===== src/rtl/hash_serializer.sv =====
// -----------------------------------------------------------------------------
// hash_serializer
//
// Captures a DATA_W-bit hash on a rising edge of `start` and presents it on a
// parallel bus OUT_W bits at a time. Each word is qualified by load_rpi0, which
// is high for HI_CYC cycles and then low for LO_CYC cycles. In ACK_MODE the
// block also waits for a (synchronised) acknowledge level from the Raspberry Pi
// after every low phase before it moves to the next word.
//
// Ports:
//   clk        system clock
//   rst_p      synchronous active-high reset
//   data       hash to transmit, sampled only on the capture edge
//   start      level input; start & ~start_d begins a transfer
//   ack        asynchronous acknowledge, passed through a 2-flop synchroniser
//   abort      synchronous abort back to idle (shreg/part_out/word_idx hold)
//   part_out   current word (top or bottom slice of the shift register)
//   load_rpi0  registered strobe, high while part_out is valid
//   busy       high in every state except idle
//   done       one-cycle pulse after the last word's low phase / acknowledge
//   word_idx   0-based index of the word currently presented
// -----------------------------------------------------------------------------
module hash_serializer #(
  parameter int DATA_W    = 256,
  parameter int OUT_W     = 8,
  parameter int HI_CYC    = 2097152,
  parameter int LO_CYC    = 2097152,
  parameter int MSB_FIRST = 1,
  parameter int ACK_MODE  = 0
) (
  input  logic                                clk,
  input  logic                                rst_p,
  input  logic [DATA_W-1:0]                   data,
  input  logic                                start,
  input  logic                                ack,
  input  logic                                abort,
  output logic [OUT_W-1:0]                    part_out,
  output logic                                load_rpi0,
  output logic                                busy,
  output logic                                done,
  output logic [$clog2(DATA_W/OUT_W):0]       word_idx
);

  localparam int N      = DATA_W / OUT_W;
  localparam int IDX_W  = $clog2(N) + 1;
  localparam int PH_MAX = (HI_CYC > LO_CYC) ? HI_CYC : LO_CYC;
  localparam int CNT_W  = $clog2(PH_MAX + 1);

  localparam logic [CNT_W-1:0] HI_LAST  = CNT_W'(HI_CYC - 1);
  localparam logic [CNT_W-1:0] LO_LAST  = CNT_W'(LO_CYC - 1);
  localparam logic [IDX_W-1:0] LAST_IDX = IDX_W'(N - 1);

  localparam logic [2:0] S_IDLE     = 3'd0;
  localparam logic [2:0] S_SETUP    = 3'd1;
  localparam logic [2:0] S_LOAD_HI  = 3'd2;
  localparam logic [2:0] S_LOAD_LO  = 3'd3;
  localparam logic [2:0] S_WAIT_ACK = 3'd4;
  localparam logic [2:0] S_DONE     = 3'd5;

  // Parameter sanity: a partial last word or an empty phase is not supported.
  if ((DATA_W % OUT_W) != 0) begin : g_bad_width
    $error("hash_serializer: DATA_W (%0d) must be a multiple of OUT_W (%0d)", DATA_W, OUT_W);
  end
  if (HI_CYC < 1 || LO_CYC < 1) begin : g_bad_phase
    $error("hash_serializer: HI_CYC and LO_CYC must both be at least 1");
  end

  logic [2:0]        state;
  logic [DATA_W-1:0] shreg;
  logic [CNT_W-1:0]  ph_cnt;
  logic              start_d;
  logic              ack_s1;
  logic              ack_s2;
  logic              start_edge;
  logic              advance;
  logic              last_word;

  assign start_edge = start & ~start_d;
  assign last_word  = (word_idx == LAST_IDX);

  // The end of a word: either the low phase expires (no handshake) or the
  // synchronised acknowledge level is seen while waiting for it.
  assign advance = ((ACK_MODE == 0) && (state == S_LOAD_LO) && (ph_cnt == LO_LAST)) ||
                   ((state == S_WAIT_ACK) && ack_s2);

  // The output word is always taken from the end of shreg that shifts out first.
  if (MSB_FIRST != 0) begin : g_out_msb
    assign part_out = shreg[DATA_W-1 -: OUT_W];
  end else begin : g_out_lsb
    assign part_out = shreg[OUT_W-1:0];
  end

  // NOTE: every register below is assigned with <= so all of them update from
  // the same pre-edge values; a blocking = here would let later statements see
  // already-updated state and silently reorder the pipeline.
  always_ff @(posedge clk) begin
    if (rst_p) begin
      state     <= S_IDLE;
      shreg     <= '0;
      ph_cnt    <= '0;
      start_d   <= 1'b0;
      ack_s1    <= 1'b0;
      ack_s2    <= 1'b0;
      load_rpi0 <= 1'b0;
      busy      <= 1'b0;
      done      <= 1'b0;
      word_idx  <= '0;
    end else begin
      // Edge detector and synchroniser run in every state, abort included.
      start_d <= start;
      ack_s1  <= ack;
      ack_s2  <= ack_s1;
      done    <= 1'b0;

      if (abort) begin
        state     <= S_IDLE;
        load_rpi0 <= 1'b0;
        busy      <= 1'b0;
      end else begin
        case (state)
          S_IDLE: begin
            if (start_edge) begin
              shreg    <= data;
              word_idx <= '0;
              busy     <= 1'b1;
              state    <= S_SETUP;
            end
          end
          S_SETUP: begin
            load_rpi0 <= 1'b1;
            ph_cnt    <= '0;
            state     <= S_LOAD_HI;
          end
          S_LOAD_HI: begin
            if (ph_cnt == HI_LAST) begin
              load_rpi0 <= 1'b0;
              ph_cnt    <= '0;
              state     <= S_LOAD_LO;
            end else begin
              ph_cnt <= ph_cnt + 1'b1;
            end
          end
          S_LOAD_LO: begin
            if (ph_cnt != LO_LAST) begin
              ph_cnt <= ph_cnt + 1'b1;
            end else if (ACK_MODE != 0) begin
              state <= S_WAIT_ACK;
            end
          end
          S_WAIT_ACK: begin
            // Leaving is handled by the shared advance logic below.
          end
          S_DONE: begin
            busy  <= 1'b0;
            state <= S_IDLE;
          end
          default: begin
            state     <= S_IDLE;
            load_rpi0 <= 1'b0;
            busy      <= 1'b0;
          end
        endcase

        // Shared end-of-word step for both the timed and the handshake path;
        // it overrides the state chosen in the case statement above.
        if (advance) begin
          if (last_word) begin
            done  <= 1'b1;
            state <= S_DONE;
          end else begin
            shreg    <= (MSB_FIRST != 0) ? (shreg << OUT_W) : (shreg >> OUT_W);
            word_idx <= word_idx + 1'b1;
            state    <= S_SETUP;
          end
        end
      end
    end
  end

endmodule


===== config.mk =====
export PLATFORM = sky130hd
export DESIGN_NAME = hash_serializer
export DESIGN_NICKNAME = d
export VERILOG_FILES = /design/src/rtl/hash_serializer.sv
export SDC_FILE = /design/constraint.sdc
export NUM_CORES = 1
export LEC_CHECK = 0
export ABC_AREA = 1
export BUFFER_PORTS_ARGS = -buffer_cell sky130_fd_sc_hd__clkbuf_2
export CORE_UTILIZATION = 60
export DETAILED_ROUTE_END_ITERATION = 8
export PLACE_DENSITY_LB_ADDON = 0.2
export SLEW_MARGIN = 0
export SYNTH_ARGS = -nofsm -noshare
export SYNTH_HDL_FRONTEND = slang
export SYNTH_SLANG_ARGS = --single-unit

===== constraint.sdc =====
create_clock -name clk -period 3.3 [get_ports clk]
set_input_delay 0.165 -clock clk [delete_from_list [all_inputs] [get_ports clk]]
set_output_delay 0.165 -clock clk [all_outputs]
set_load 0.01 [all_outputs]

[After elaboration in Yosys (flattened, before gate mapping)]
Cells that the tools add are included.
W data, S select, Z words.
Word-level totals
  register bits: 293
  output and inout bits: 17
  logic and storage cells: 67
Cells by class
  add/sub/neg operators: 2
  equality and inequality tests: 14
  muxes and demuxes: 21
  bitwise logic cells: 6
  reduce and logical (&&, ||, !) cells: 14
Operators by type and width (count)
  $mux W256: 4
  $pmux W22 S3: 1
  $mux W22: 2
  $mux W6: 4
  $add A22 B1 Y22 const B: 1
  $eq A22 B21 Y1 const B: 1
  $ne A22 B21 Y1 const B: 1
  $mux W3: 4
  $pmux W3 S4: 1
  $reduce_or A4 Y1: 2
  $add A6 B1 Y6 const B: 1
  $eq A3 B2 Y1 const B: 2
  $eq A3 B3 Y1 const B: 2
  $eq A6 B5 Y1 const B: 1
  $ne A3 B3 Y1 const B: 2
  $reduce_and A3 Y1: 2
  $not A1 Y1: 5
  $ne A2 B1 Y1 const B: 2
  $ne A2 B2 Y1 const B: 2
  $reduce_and A2 Y1: 2
  $reduce_or A2 Y1: 2
  $eq A3 B1 Y1 const B: 1
  $logic_not A3 Y1: 1
  $mux W1: 3
  other kinds (7): 8

[Longest topological paths before layout]
  depth in word-level cells: 6
  gate-level depth with buffers: 14

[Worst setup path before layout]
OpenSTA, ideal clock, no wires.
  kind: register to register
  start point: register ph_cnt[1]
  end point: register shreg[36]
  arrival time: 1832 ps
  data required time: 3176 ps
  slack: 1344 ps
  cell stages (with the launch flop): 15
  path through: dfxtp_1 ha_1 inv_1 nor2_4 nand2_2 nor2_4 nand3_2 nand2_4 nand2_8 buf_6 buf_6 nand2_1 o21ai_0 nand2_1 o21ai_1
Between the ends
  cells in the longest elaborated chain, start to end: 4
RTL lines
  from (decl): line 70  | logic [CNT_W-1:0] ph_cnt;
  from (signal assigned): line 140  | ph_cnt <= ph_cnt + 1'b1;
  from (signal assigned): line 145  | ph_cnt <= ph_cnt + 1'b1;
  $eq A22 B21 Y1: line 83  | assign advance = ((ACK_MODE == 0) && (state == S_LOAD_LO) && (ph_cnt == LO_LAST)) ||
  $logic_and A1 B1 Y1: line 83
  $logic_or A1 B1 Y1: line 83
  $mux W256: line 166  | if (advance) begin
  to (signal assigned): line 123  | shreg <= data;
  to (signal assigned): line 171  | shreg <= (MSB_FIRST != 0) ? (shreg << OUT_W) : (shreg >> OUT_W);
  to (decl): line 69  | logic [DATA_W-1:0] shreg;
Every way passes these cells.
A chain may end at the register's enable or synchronous reset.

[Final worst setup path]
  start point: register word_idx[1]
  end point: register shreg[255]
Between the ends
  cells in the longest elaborated chain, start to end: 3
RTL lines
  from (decl): line 41  | output logic [$clog2(DATA_W/OUT_W):0] word_idx
  from (signal assigned): line 172  | word_idx <= word_idx + 1'b1;
  $eq A6 B5 Y1: line 79  | assign last_word = (word_idx == LAST_IDX);
  $mux W256: line 167  | if (last_word) begin
  $mux W256: line 166
Every way passes these cells.

==> impl_metrics.env <==
export IMPL_cts_tree="yes"
export IMPL_postSynthCellCount=2496
export IMPL_core_um2=26200
export IMPL_drt_met1_wl_um=18900
export IMPL_worst_slack_ns=0.515
export IMPL_clk_pin_slew_ns=0.06
export IMPL_hold_violations=0
export IMPL_synth_simple_gate_area_share_pct=26.7
export IMPL_synthAdderAreaFrac_pct=0.155
export IMPL_instances_no_fill=3015
export IMPL_synth_mux_area_fraction_pct=0
export IMPL_synth_compound_area_share_pct=23.5
export IMPL_die_h_um=166
export IMPL_place_inst=2946
export IMPL_initial_core_util_pct=61.5
export IMPL_synthDistinctLibCells=40
export IMPL_fin_crit_sh_pct=84.4
export IMPL_dp_slack_ns=0.627
export IMPL_overflow=0
export IMPL_dieArea_um2=27500
export IMPL_synth_area_top_cells="dfxtp_1 (36%), nand2_1 (19%), o21ai_0 (10%)"
export IMPL_gp_congestion=0.863
export IMPL_slew_headroom_pct=40.6
export IMPL_cts_setup_buffers=0
export IMPL_synth_seq_cells=293
export IMPL_async_flop_share_pct=0
export IMPL_cts_resized=0
export IMPL_cts_sinks=293
export IMPL_synth_top_family_by_area="simple AND/OR/NAND/NOR gates"
export IMPL_hold_path_class="input port to register"
export IMPL_diodes=0
export IMPL_clock_root_buffer="clkbuf_16"
export IMPL_top_layer="met4"
export IMPL_grt_pass1_wl_um=70600
export IMPL_met2_length_um=20000
export IMPL_synth_area_um2=16100
export IMPL_whs_ns=0.0120
export IMPL_critPathCaptureType="register"
export IMPL_grt_max_degree=214
export IMPL_io_pins=278
export IMPL_powerDensity_nw_per_um2=482
export IMPL_vdd_drop_max_uv=398
export IMPL_wirelength_um=43200
export IMPL_skew_ns=0.0172
export IMPL_status="finished with violations"
export IMPL_fin_total_pwr_mw=8.83
export IMPL_via_per_inst=5.43
export IMPL_area_growth_pct=13.8
export IMPL_die_w_um=166
export IMPL_period_minus_slack_ns=2.78
export IMPL_num_rows=59
export IMPL_mappedNetlistNets=2759
export IMPL_drt_iter0_markers=1753
export IMPL_final_area_um2=18300
export IMPL_finalSetupViolCount=0
export IMPL_io_buffers=277
export IMPL_p_leak_nw=8.02
export IMPL_clk_latency_ns=0.52
export IMPL_first_pass_iters=7
export IMPL_synth_largest_area_cell="dfxtp_1"
export IMPL_synth_flop_cell="dfxtp_1"
export IMPL_synth_top_cell_area_share_pct=36.4
export IMPL_ys_warn_count=0
export IMPL_slew_violations=0
export IMPL_clock_path_buffers=3
export IMPL_dp_hpwl_um=27700
export IMPL_wl_met3_um=2960
export IMPL_cp_required_ns=3.69
export IMPL_synth_xor_area_share_pct=0.217
export IMPL_drive_above_1_share_pct=14.9
export IMPL_rsz0062_at_grt="false"
export IMPL_tns_ns=0
export IMPL_post_drt_wl_per_cell_um=14.3
export IMPL_grt_pass1_vias=14700
export IMPL_dpl_instance_area_um2=17100
export IMPL_utilization_pct=69.9
export IMPL_critPathMaxFanout=74
export IMPL_ys_seq_area_share_pct=36.4
export IMPL_drc=18
export IMPL_grtUsageTotal_pct=30.5
export IMPL_tightest_slew_ns=0.890
export IMPL_cts_htree_levels=2
export IMPL_path_class="register to register"
export IMPL_max_freq_ghz=0.359
export IMPL_nets=2921
export IMPL_synth_edf_count=0
export IMPL_start_kind="register"
export IMPL_violations="DRC"
export IMPL_ant_nets=0
export IMPL_grt_antenna_before_repair=1
export IMPL_cts_hold_buf=11
export IMPL_cts_buffers=34
export IMPL_maxCapViolations=0
export IMPL_arrival_ns=3.18
export IMPL_vias=16400
export IMPL_syn_mean_instance_area_um2=6.45
[sequential cells by signal (all words and copies together), names as in the netlist, 3 cells and up]
| register | flops |
|---|---|
| shreg | 256 |
| word_idx | 6 |
| ph_cnt | 22 |
| state | 3 |
[worst max-delay path, stage by stage (launching register included)]
cell      delay (ns)
dfxtp_1         0.40
ha_1            0.21
nand3_1         0.13
nor3_1          0.33
inv_1           0.22
nand2_8         0.42
buf_4           0.53
o21ai_0         0.20
o211ai_1        0.12
nand2_1         0.06
[metal layers]
| layer | track usage [%] | vias up |
|---|---|---|
| met5 | 0 | - |
| met4 | 11.0 | 0 |
| met3 | 4.96 | 79 |
| met2 | 49.7 | 558 |
| met1 | 40.8 | 7361 |
| li1 | - | 8370 |
[placed cells by master, fill, tap and decap left out, types with 12 or more instances in the layout]
cell / instances
nand2_1: 832
o21ai_0: 324
dfxtp_1: 293
clkbuf_2: 277
inv_1: 250
o21ai_1: 176
nor2_1: 133
o211ai_1: 102
nand3_1: 76
clkbuf_16: 37
a21oi_1: 35
o21ai_2: 26
buf_4: 12
[where the power goes]
| group | internal [mW] | leakage [nW] | total [mW] | switching [mW] |
|---|---|---|---|---|
| logic | 0.456 | 5.07 | 1.20 | 0.747 |
| clock network | 2.32 | 0.560 | 3.82 | 1.50 |
| registers | 3.71 | 2.39 | 3.80 | 0.0914 |
| total | 6.49 | 8.02 | 8.83 | 2.34 |
[final cells by class]
type / instances / area, µm²
Clock buffer: 52 / 1070
Multi-Input combinational cell: 1766 / 8160
Fill cell: 2291 / 7880
Inverter: 253 / 955
Tap cell: 335 / 419
Clock inverter: 6 / 67.6
Timing Repair Buffer: 310 / 1790
Sequential cell: 293 / 5870
[kinds of logic after synthesis]
family | after synthesis
buf+inv | 437
compound gates | 677
fa+ha+maj | 2
xor+xnor | 4
simple gates | 1083
flops | 293
[worst paths after layout]
| kind | cells after the start | slack [ns] | end | start |
|---|---|---|---|---|
| worst max-delay path | 9 | 0.52 | shreg[255] | word_idx[1] |
| worst min-delay path | 5 | 0.01 | shreg[99] | data[99] |
| worst max register to register | 9 | 0.52 | shreg[255] | word_idx[1] |
| worst min register to register | 2 | 0.41 | ack_s2 | ack_s1 |
[Yosys cell counts (2+ instances only)]
cell         n
nand2_1    832
o21ai_0    324
dfxtp_1    293
inv_1      251
o21ai_1    176
nor2_1     135
o211ai_1   102
clkbuf_1    84
nand3_1     76
buf_6       48
buf_2       37
a21oi_1     35
o21ai_2     26
nor3_1      10
nand4_1      9
buf_4        8
o2111ai_1    6
buf_1        5
nand2_2      5
nor2_4       5
xor2_1       4
o22ai_1      3
buf_8        2
ha_1         2
nor3b_1      2
o21bai_1     2
Note: power is estimated with default switching activity, not from simulation.
